[config.mk]
export PLATFORM = sky130hd
export DESIGN_NAME = alu_exec_stage
export DESIGN_NICKNAME = d
export VERILOG_FILES = /design/src/rtl/alu_exec_stage.sv
export SDC_FILE = /design/constraint.sdc
export NUM_CORES = 2
export LEC_CHECK = 0
export ABC_CLOCK_PERIOD_IN_PS = 3800
export BUFFER_PORTS_ARGS = -buffer_cell sky130_fd_sc_hd__buf_2
export CAP_MARGIN = 20
export CORE_UTILIZATION = 50
export CTS_BUF_LIST = sky130_fd_sc_hd__clkbuf_4 sky130_fd_sc_hd__clkbuf_8 sky130_fd_sc_hd__clkbuf_16
export DETAILED_ROUTE_END_ITERATION = 8
export PLACE_DENSITY = 0.81
export RECOVER_POWER = 50
export SETUP_SLACK_MARGIN = 0.02
export SYNTH_ARGS = -nofsm -noshare
export SYNTH_HDL_FRONTEND = slang
export SYNTH_SLANG_ARGS = --single-unit
[constraint.sdc]
create_clock -name clk -period 3.8 [get_ports clk]
set_input_delay 0.19 -clock clk [delete_from_list [all_inputs] [get_ports clk]]
set_output_delay 0.19 -clock clk [all_outputs]
set_load 0.02 [all_outputs]
[src/rtl/alu_exec_stage.sv]
// alu_exec_stage: execute stage wrapping the ALU, feeding writeback.
//
// Decoded ops arrive over a valid/ready handshake. Each one is evaluated by the
// ALU against the architectural NZVC register in the same cycle it is accepted.
// The result goes into a two-entry output queue (head + skid), so in_ready can
// come straight from a flop.
//
// Optional feature macro: ALU_EXEC_PERF_CNT_EN adds perf_ops / perf_stalls.
//
// Ports:
//   clk, rst_n        clock (rising edge), asynchronous active-low reset
//   in_valid/in_ready upstream handshake (in_ready registered)
//   in_oper, in_a, in_b, in_dest, in_set_flags  decoded operation
//   flush             synchronous flush: empties the queue, drops same-cycle accept
//   flags_wr_en/flags_wr_data  direct NZVC write (wins over an accept commit)
//   flags             architectural NZVC register {N,Z,V,C}
//   out_valid/out_ready downstream handshake for the head entry
//   out_result, out_dest, out_flags  head entry contents
//   perf_ops, perf_stalls  (ALU_EXEC_PERF_CNT_EN only) saturating counters
//
// Opcodes: 0 Add, 1 Adc, 2 Sub, 3 Sbc, 4 Rsb, 5 Mul, 6 And, 7 Or, 8 Xor,
//          9 Lsl, 10 Lsr, 11 Asr, 12 Rol, 13 Ror, 14 Rlc, 15 Rrc.
// Subtract-type ops use carry = NOT borrow. Shifts/rotates use the low
// log2(WORD_WIDTH) bits of b as the amount; an amount of 0 leaves C alone.
module alu_exec_stage #(
  parameter int WORD_WIDTH    = 32,
  parameter int REG_IDX_WIDTH = 4,
  parameter int OPER_WIDTH    = 4
) (
  input  logic                     clk,
  input  logic                     rst_n,
  input  logic                     in_valid,
  output logic                     in_ready,
  input  logic [OPER_WIDTH-1:0]    in_oper,
  input  logic [WORD_WIDTH-1:0]    in_a,
  input  logic [WORD_WIDTH-1:0]    in_b,
  input  logic [REG_IDX_WIDTH-1:0] in_dest,
  input  logic                     in_set_flags,
  input  logic                     flush,
  input  logic                     flags_wr_en,
  input  logic [3:0]               flags_wr_data,
  output logic [3:0]               flags,
  output logic                     out_valid,
  input  logic                     out_ready,
  output logic [WORD_WIDTH-1:0]    out_result,
  output logic [REG_IDX_WIDTH-1:0] out_dest,
  output logic [3:0]               out_flags
`ifdef ALU_EXEC_PERF_CNT_EN
  ,
  output logic [31:0]              perf_ops,
  output logic [31:0]              perf_stalls
`endif
);

  localparam int MSB = WORD_WIDTH - 1;
  localparam int SHW = $clog2(WORD_WIDTH);

  // Flag bit positions within {N,Z,V,C}
  localparam int FN = 3;
  localparam int FZ = 2;
  localparam int FV = 1;
  localparam int FC = 0;

  localparam logic [OPER_WIDTH-1:0] OP_ADD = OPER_WIDTH'(0);
  localparam logic [OPER_WIDTH-1:0] OP_ADC = OPER_WIDTH'(1);
  localparam logic [OPER_WIDTH-1:0] OP_SUB = OPER_WIDTH'(2);
  localparam logic [OPER_WIDTH-1:0] OP_SBC = OPER_WIDTH'(3);
  localparam logic [OPER_WIDTH-1:0] OP_RSB = OPER_WIDTH'(4);
  localparam logic [OPER_WIDTH-1:0] OP_MUL = OPER_WIDTH'(5);
  localparam logic [OPER_WIDTH-1:0] OP_AND = OPER_WIDTH'(6);
  localparam logic [OPER_WIDTH-1:0] OP_OR  = OPER_WIDTH'(7);
  localparam logic [OPER_WIDTH-1:0] OP_XOR = OPER_WIDTH'(8);
  localparam logic [OPER_WIDTH-1:0] OP_LSL = OPER_WIDTH'(9);
  localparam logic [OPER_WIDTH-1:0] OP_LSR = OPER_WIDTH'(10);
  localparam logic [OPER_WIDTH-1:0] OP_ASR = OPER_WIDTH'(11);
  localparam logic [OPER_WIDTH-1:0] OP_ROL = OPER_WIDTH'(12);
  localparam logic [OPER_WIDTH-1:0] OP_ROR = OPER_WIDTH'(13);
  localparam logic [OPER_WIDTH-1:0] OP_RLC = OPER_WIDTH'(14);
  localparam logic [OPER_WIDTH-1:0] OP_RRC = OPER_WIDTH'(15);

  typedef enum logic [1:0] {
    Q_EMPTY = 2'd0,
    Q_ONE   = 2'd1,
    Q_FULL  = 2'd2
  } q_state_t;

  // ---------------------------------------------------------------------------
  // State
  // ---------------------------------------------------------------------------
  q_state_t                 q_state_r, q_cand_s, q_next_s;
  logic                     in_ready_r, out_valid_r;
  logic [3:0]               flags_r;
  logic [WORD_WIDTH-1:0]    head_result_r, skid_result_r;
  logic [REG_IDX_WIDTH-1:0] head_dest_r, skid_dest_r;
  logic [3:0]               head_flags_r, skid_flags_r;

  logic accept_s, pop_s;
  logic load_head_new_s, load_skid_new_s, load_head_skid_s;

  // ---------------------------------------------------------------------------
  // ALU datapath
  // ---------------------------------------------------------------------------
  logic                       c_in_s;
  logic [WORD_WIDTH-1:0]      add_x_s, add_y_s;
  logic                       add_cin_s;
  logic [WORD_WIDTH:0]        add_sum_s;
  logic                       add_ovf_s;
  logic [WORD_WIDTH-1:0]      mul_s;
  logic [SHW-1:0]             sh_s, sh_rev_s;
  logic                       sh_zero_s;
  logic [WORD_WIDTH:0]        lsl_wide_s, lsr_wide_s;
  logic signed [WORD_WIDTH:0] asr_wide_s;
  logic [WORD_WIDTH-1:0]      rol_s, ror_s;
  logic [WORD_WIDTH-1:0]      alu_result_s;
  logic [3:0]                 alu_flags_s;
  logic                       alu_op_ok_s;

  assign c_in_s = flags_r[FC];

  // Adder operand selection: every subtract form is x + ~y + carry-in
  always_comb begin
    add_x_s   = in_a;
    add_y_s   = in_b;
    add_cin_s = 1'b0;
    case (in_oper)
      OP_ADC: add_cin_s = c_in_s;
      OP_SUB: begin
        add_y_s   = ~in_b;
        add_cin_s = 1'b1;
      end
      OP_SBC: begin
        add_y_s   = ~in_b;
        add_cin_s = c_in_s;
      end
      OP_RSB: begin
        add_x_s   = ~in_a;
        add_cin_s = 1'b1;
      end
      default: add_cin_s = 1'b0;
    endcase
  end

  assign add_sum_s = {1'b0, add_x_s} + {1'b0, add_y_s} + {{WORD_WIDTH{1'b0}}, add_cin_s};
  // Signed overflow: both addends share a sign that the sum does not
  assign add_ovf_s = (add_x_s[MSB] == add_y_s[MSB]) && (add_sum_s[MSB] != add_x_s[MSB]);
  assign mul_s     = in_a * in_b;

  // Shifters carry one extra bit so the last bit shifted out lands in C
  assign sh_s       = in_b[SHW-1:0];
  assign sh_zero_s  = (sh_s == {SHW{1'b0}});
  assign sh_rev_s   = {SHW{1'b0}} - sh_s;
  assign lsl_wide_s = {1'b0, in_a} << sh_s;
  assign lsr_wide_s = {in_a, 1'b0} >> sh_s;
  assign asr_wide_s = $signed({in_a, 1'b0}) >>> sh_s;
  // With amount 0 the complementary shift is also 0, so both terms equal a
  assign rol_s      = (in_a << sh_s) | (in_a >> sh_rev_s);
  assign ror_s      = (in_a >> sh_s) | (in_a << sh_rev_s);

  // Result and flag selection; V and C pass through unless the op defines them
  always_comb begin
    alu_result_s = {WORD_WIDTH{1'b0}};
    alu_flags_s  = flags_r;
    alu_op_ok_s  = 1'b1;
    case (in_oper)
      OP_ADD, OP_ADC, OP_SUB, OP_SBC, OP_RSB: begin
        alu_result_s    = add_sum_s[MSB:0];
        alu_flags_s[FC] = add_sum_s[WORD_WIDTH];
        alu_flags_s[FV] = add_ovf_s;
      end
      OP_MUL: alu_result_s = mul_s;
      OP_AND: alu_result_s = in_a & in_b;
      OP_OR:  alu_result_s = in_a | in_b;
      OP_XOR: alu_result_s = in_a ^ in_b;
      OP_LSL: begin
        alu_result_s    = lsl_wide_s[MSB:0];
        alu_flags_s[FC] = sh_zero_s ? c_in_s : lsl_wide_s[WORD_WIDTH];
      end
      OP_LSR: begin
        alu_result_s    = lsr_wide_s[WORD_WIDTH:1];
        alu_flags_s[FC] = sh_zero_s ? c_in_s : lsr_wide_s[0];
      end
      OP_ASR: begin
        alu_result_s    = asr_wide_s[WORD_WIDTH:1];
        alu_flags_s[FC] = sh_zero_s ? c_in_s : asr_wide_s[0];
      end
      OP_ROL: begin
        alu_result_s    = rol_s;
        alu_flags_s[FC] = sh_zero_s ? c_in_s : rol_s[0];
      end
      OP_ROR: begin
        alu_result_s    = ror_s;
        alu_flags_s[FC] = sh_zero_s ? c_in_s : ror_s[MSB];
      end
      OP_RLC: begin
        alu_result_s    = {in_a[MSB-1:0], c_in_s};
        alu_flags_s[FC] = in_a[MSB];
      end
      OP_RRC: begin
        alu_result_s    = {c_in_s, in_a[MSB:1]};
        alu_flags_s[FC] = in_a[0];
      end
      default: alu_op_ok_s = 1'b0;
    endcase
    if (alu_op_ok_s) begin
      alu_flags_s[FN] = alu_result_s[MSB];
      alu_flags_s[FZ] = (alu_result_s == {WORD_WIDTH{1'b0}});
    end else begin
      alu_result_s = {WORD_WIDTH{1'b0}};
      alu_flags_s  = flags_r;
    end
  end

  // ---------------------------------------------------------------------------
  // Output queue control
  // ---------------------------------------------------------------------------
  assign accept_s = in_valid & in_ready_r & ~flush;
  assign pop_s    = out_valid_r & out_ready;

  // Queue next-state and entry load selects
  always_comb begin
    q_cand_s         = q_state_r;
    load_head_new_s  = 1'b0;
    load_skid_new_s  = 1'b0;
    load_head_skid_s = 1'b0;
    case (q_state_r)
      Q_EMPTY: begin
        if (accept_s) begin
          q_cand_s        = Q_ONE;
          load_head_new_s = 1'b1;
        end else begin
          q_cand_s = Q_EMPTY;
        end
      end
      Q_ONE: begin
        if (accept_s && !pop_s) begin
          q_cand_s        = Q_FULL;
          load_skid_new_s = 1'b1;
        end else if (accept_s && pop_s) begin
          q_cand_s        = Q_ONE;
          load_head_new_s = 1'b1;
        end else if (pop_s) begin
          q_cand_s = Q_EMPTY;
        end else begin
          q_cand_s = Q_ONE;
        end
      end
      Q_FULL: begin
        if (pop_s) begin
          q_cand_s         = Q_ONE;
          load_head_skid_s = 1'b1;
        end else begin
          q_cand_s = Q_FULL;
        end
      end
      default: q_cand_s = Q_EMPTY;
    endcase
    q_next_s = flush ? Q_EMPTY : q_cand_s;
  end

  // Queue state plus handshake flags, both derived from the next state
  always_ff @(posedge clk or negedge rst_n) begin
    if (!rst_n) begin
      q_state_r   <= Q_EMPTY;
      in_ready_r  <= 1'b1;
      out_valid_r <= 1'b0;
    end else begin
      q_state_r   <= q_next_s;
      in_ready_r  <= (q_next_s != Q_FULL);
      out_valid_r <= (q_next_s != Q_EMPTY);
    end
  end

  // Head and skid entry storage
  always_ff @(posedge clk or negedge rst_n) begin
    if (!rst_n) begin
      head_result_r <= {WORD_WIDTH{1'b0}};
      head_dest_r   <= {REG_IDX_WIDTH{1'b0}};
      head_flags_r  <= 4'b0000;
      skid_result_r <= {WORD_WIDTH{1'b0}};
      skid_dest_r   <= {REG_IDX_WIDTH{1'b0}};
      skid_flags_r  <= 4'b0000;
    end else begin
      if (load_head_new_s) begin
        head_result_r <= alu_result_s;
        head_dest_r   <= in_dest;
        head_flags_r  <= alu_flags_s;
      end else if (load_head_skid_s) begin
        head_result_r <= skid_result_r;
        head_dest_r   <= skid_dest_r;
        head_flags_r  <= skid_flags_r;
      end
      if (load_skid_new_s) begin
        skid_result_r <= alu_result_s;
        skid_dest_r   <= in_dest;
        skid_flags_r  <= alu_flags_s;
      end
    end
  end

  // Architectural flags: direct write beats an accept commit; flush leaves them alone
  always_ff @(posedge clk or negedge rst_n) begin
    if (!rst_n) begin
      flags_r <= 4'b0000;
    end else if (flags_wr_en) begin
      flags_r <= flags_wr_data;
    end else if (accept_s && in_set_flags && alu_op_ok_s) begin
      flags_r <= alu_flags_s;
    end
  end

  assign in_ready   = in_ready_r;
  assign out_valid  = out_valid_r;
  assign out_result = head_result_r;
  assign out_dest   = head_dest_r;
  assign out_flags  = head_flags_r;
  assign flags      = flags_r;

`ifdef ALU_EXEC_PERF_CNT_EN
  logic [31:0] perf_ops_r, perf_stalls_r;

  // Saturating accept and stall counters, untouched by flush
  always_ff @(posedge clk or negedge rst_n) begin
    if (!rst_n) begin
      perf_ops_r    <= 32'd0;
      perf_stalls_r <= 32'd0;
    end else begin
      if (accept_s && (perf_ops_r != 32'hFFFF_FFFF)) begin
        perf_ops_r <= perf_ops_r + 32'd1;
      end
      if (in_valid && !in_ready_r && (perf_stalls_r != 32'hFFFF_FFFF)) begin
        perf_stalls_r <= perf_stalls_r + 32'd1;
      end
    end
  end

  assign perf_ops    = perf_ops_r;
  assign perf_stalls = perf_stalls_r;
`endif

endmodule

==> flow_summary.json, run 1 <==
{
  "overflow": 558,
  "synth_top_cell_by_area": "fa_1",
  "die_w_um": 254.9,
  "dpl.hpwl_mm": 157.0,
  "postSynth.asyncResetShare_pct": 100.0,
  "synth.cell_area_um2": 31970,
  "die_h_um": 254.9,
  "clk_path_buf_depth": 2,
  "cts_root_buffer": "clkbuf_16",
  "yosys_warnings": 0,
  "synthFlopType": "dfrtp_1",
  "synth_edf_count": 0,
  "grt_max_degree": 87,
  "port_buffers": 128,
  "status": "did not finish",
  "synth_top_area_share_pct": 25.67,
  "error": "[ERROR GRT-0232] Routing congestion too high. Check the congestion heatmap in the GUI.",
  "synthCells": 3922,
  "synth-seq-cells": 86,
  "fp-row-count": 92,
  "ys_top_cells_by_area": "fa_1, ha_1, dfrtp_1, nor2_1, inv_1",
  "gp_congestion": 1.174,
  "synth_cell_types": 97,
  "clkSinkCount": 86,
  "htreeDepth": 3,
  "io_pins": 129,
  "cts_hold_buffers": 0,
  "synth_fp_nets": 4638,
  "stop_stage": "5_1_grt",
  "track_usage_pct": 84.88,
  "numCtsBuffers": 9,
  "seq_area_frac_synth_pct": 6.735,
  "initial_core_util_pct": 50.68,
  "syn-mean-instance-area_um2": 8.152
}
-- timing repair --
item                       4_1_cts
setup endpoints to repair       69
resized for setup              489
pin swaps                      132
buffers inserted                75
-- per-layer routing --
metal  overflow  track usage [%]
met3         58            76.32
met4        113            75.93
met2        257            95.95
met5         13            57.82
met1        117            86.85
-- per-stage QoR --
| step | setup slack [ns] | cell area, um^2 | instances |
|---|---|---|---|
| 2_1_floorplan | -3.912 | 32810 | 3922 |
| 3_3_place_gp | -4.464 | 41870 | 5745 |
| 3_5_place_dp | -4.656 | 41870 | 5745 |
| 4_1_cts | -3.671 | 44740 | 5825 |
-- Yosys cell counts, drive strengths merged (54+ instances only) --
cell type / instances
nor2: 485
inv: 450
fa: 410
nand2: 407
ha: 223
clkbuf: 180
o21ai: 176
a21oi: 143
xnor2: 136
mux2i: 124
buf: 108
dfrtp: 85
mux2: 84
mux4: 60
o22ai: 60
nor3: 58
a22oi: 57
nand3: 54
-- kinds of logic after synthesis --
logic type,synth area share [%]
compound gates,16.71
xor+xnor,4.407
buf+inv,9.326
flops,6.735
fa+ha+maj,34.40
simple gates,17.32
mux,11.10
==> run 2, diff against run 1 <==
ABC_CLOCK_PERIOD_IN_PS = 4950   (was 3800)
CORE_UTILIZATION = 35   (was 50)
CTS_BUF_LIST = not set   (was sky130_fd_sc_hd__clkbuf_4 sky130_fd_sc_hd__clkbuf_8 sky130_fd_sc_hd__clkbuf_16)
PLACE_DENSITY = not set   (was 0.81)
PLACE_DENSITY_LB_ADDON = 0.15   (was not set)
SETUP_SLACK_MARGIN = not set   (was 0.02)
clock period = 4.95 ns   (was 3.8 ns; I/O delays follow)
==> run 2 against run 1 <==
The flow now finishes, with violations (capacitance limit, slew limit, setup timing). Synthesized cell count stayed put. Synthesized area unchanged.
==> flow_summary.json, run 2 <==
{
  "final_cell_mix": "buf_4, nor2_1, inv_1",
  "cpMostUsedCell": "fa_1",
  "fillCellCount": 8852,
  "ys_top_cells_by_area": "fa_1, ha_1, dfrtp_1, nor2_1, inv_1",
  "die_w_um": 304.2,
  "start_kind": "primary input",
  "fp-row-count": 110,
  "critical_path.max_fanout": 5,
  "drive_gt1_share_pct": 38.01,
  "gp_congestion": 1.072,
  "die_h_um": 304.2,
  "synth_top_cell_by_area": "fa_1",
  "grt_pass1_wl_mm": 280.0,
  "status": "finished with violations",
  "synth-seq-cells": 86,
  "slew_headroom_pct": -68.58,
  "via_per_inst": 6.014,
  "whs_ns": 0.1423,
  "met2_usage_pct": 63.72,
  "gr-usage-met3_pct": 10.37,
  "wl_per_cell_um": 33.42,
  "firstDrtPassIters": 6,
  "grt_max_degree": 87,
  "initial_core_util_pct": 35.41,
  "drcViolationCount": 0,
  "drtIter0Drc": 4252,
  "fin_area_um2": 45660,
  "required_ns": 5.21,
  "cp_data_arrival_time_ns": 7.82,
  "max_freq_ghz": 0.1323,
  "cp_slowest_cell": "fa_1",
  "antenna_found_initial": 4,
  "core_area_um2": 90290,
  "final_common_cell": "buf_4",
  "path_class": "in2reg",
  "route.vias.total": 36410,
  "busiest_layer": "met2",
  "htreeDepth": 3,
  "yosys_warnings": 0,
  "clk_pin_slew_ns": 0.06,
  "antenna_left": 0,
  "final-hold-violation-count": 0,
  "timing.final.ws_setup_ns": -2.610,
  "synth_edf_count": 0,
  "grt_pass1_vias": 35900,
  "track_usage_pct": 42.75,
  "syn_to_final_growth_pct": 42.81,
  "syn-mean-instance-area_um2": 8.152,
  "wl_mm": 202.4,
  "rsz0062_at_grt": "yes",
  "cts_tree": "done",
  "met1_usage_pct": 59.96,
  "clk_latency_ns": 0.34,
  "hold_path.class": "in2reg",
  "finalSetupViolations": 54,
  "synth_top_area_share_pct": 25.67,
  "synthCells": 3922,
  "period_needed_ns": 7.560,
  "clkSinkCount": 86,
  "endpoint_kind": "flop",
  "worst_pin_slew_ns": 2.529,
  "cts_root_buffer": "clkbuf_16",
  "numCtsBuffers": 9,
  "finalMaxSlewViolations": 89,
  "dpl.hpwl_mm": 169.4,
  "synthFlopType": "dfrtp_1",
  "synth.cell_area_um2": 31970,
  "clock-skew-final_ns": 0.009864,
  "nets": 5589,
  "overflow": 0,
  "port_buffers": 128,
  "synth.most_common_cell": "nor2_1",
  "synth_fp_nets": 4638,
  "die_area_um2": 92560,
  "clk_path_buf_depth": 2,
  "synthTopCellsByCount": "nor2_1, inv_1, fa_1",
  "min_period_over_period_pct": 152.7,
  "dpl-instance-area_um2": 41410,
  "failed_checks": "capacitance limit, slew limit, setup timing",
  "seq_area_frac_synth_pct": 6.735,
  "postSynth.asyncResetShare_pct": 100.0,
  "io_pins": 129,
  "synth_cell_types": 97,
  "cp_slowest_stage_delay_ns": 0.58,
  "cap_viol_max_count": 2
}
[run 2: cell type report]
type | count | area [um^2] | share of cell area, %
clock buffers | 12 | 246.5 | 0.5398
multi-input cells | 3080 | 29420 | 64.43
diodes | 1 | 2.502 | 0.005481
clock inverters | 4 | 55.05 | 0.1206
inverters | 468 | 1853 | 4.058
flip-flops and latches | 86 | 2153 | 4.716
well taps | 1176 | 1471 | 3.223
repair buffers | 1228 | 10460 | 22.91
[run 2: kinds of logic after synthesis]
| group | Yosys count | synth area share (%) |
|---|---|---|
| adder cells (fa/ha/maj) | 633 | 34.40 |
| AO/OA/AOI/OAI | 785 | 16.71 |
| buffers and inverters | 756 | 9.326 |
| AND/OR/NAND/NOR | 1234 | 17.32 |
| flip-flops | 86 | 6.735 |
| multiplexers | 268 | 11.10 |
| XOR/XNOR | 160 | 4.407 |
[run 2: repair_timing]
action | CTS | global route
cloned | 2 | 1
setup buffers | 59 | 66
pin swaps | 128 | 150
resized for setup | 388 | 371
endpoints found under the hold margin | 0 | 30
hold buffers | 0 | 1
endpoints found under the setup margin | 60 | 60
[run 2: per-layer routing]
| metal | wire length (um) | part of all wire [%] |
|---|---|---|
| met5 | 25 | 0.012 |
| met2 | 84750 | 42 |
| met4 | 9595 | 4.7 |
| met3 | 22050 | 11 |
| met1 | 85940 | 42 |
[run 2: per-stage QoR]
step | setup slack (ns) | instances | TNS [ns] | utilization, %
floorplan | -2.820 | 3922 | -96.15 | -
global placement | -3.171 | 5939 | -124.94 | 45.87
detailed placement | -3.473 | 5939 | -127.86 | 45.87
CTS | -2.526 | 6001 | -83.43 | 48.37
global route | -2.770 | 6054 | -94.88 | 50.57
finish | -2.610 | 6055 | -86.93 | 50.57
[run 2: path summary, 6_finish.rpt]
check | from | end | slack, ns | cells after the start
min in group asynchronous | rst_n | out_result[8] | 0.88 | 2
worst max-delay path | in_b[16] | flags[2] | -2.61 | 26
worst min register to register | out_dest[1] | out_dest[1] | 0.47 | 2
worst max register to register | flags[0] | flags[2] | -0.01 | 20
worst min-delay path | in_dest[0] | out_dest[0] | 0.14 | 3
max in group asynchronous | rst_n | skid_result_r[30] | 0.82 | 3
[run 2: worst max-delay path: cells and delay by family]
family	cells	cell delay, ns
buffers and inverters	4	0.35
adder cells (fa/ha/maj)	9	4.34
AO/OA/AOI/OAI	7	1.56
AND/OR/NAND/NOR	6	1.31
Power of run 2 is not shown: default switching activity piles up to over one toggle a cycle in this logic, so the estimate is an artifact.
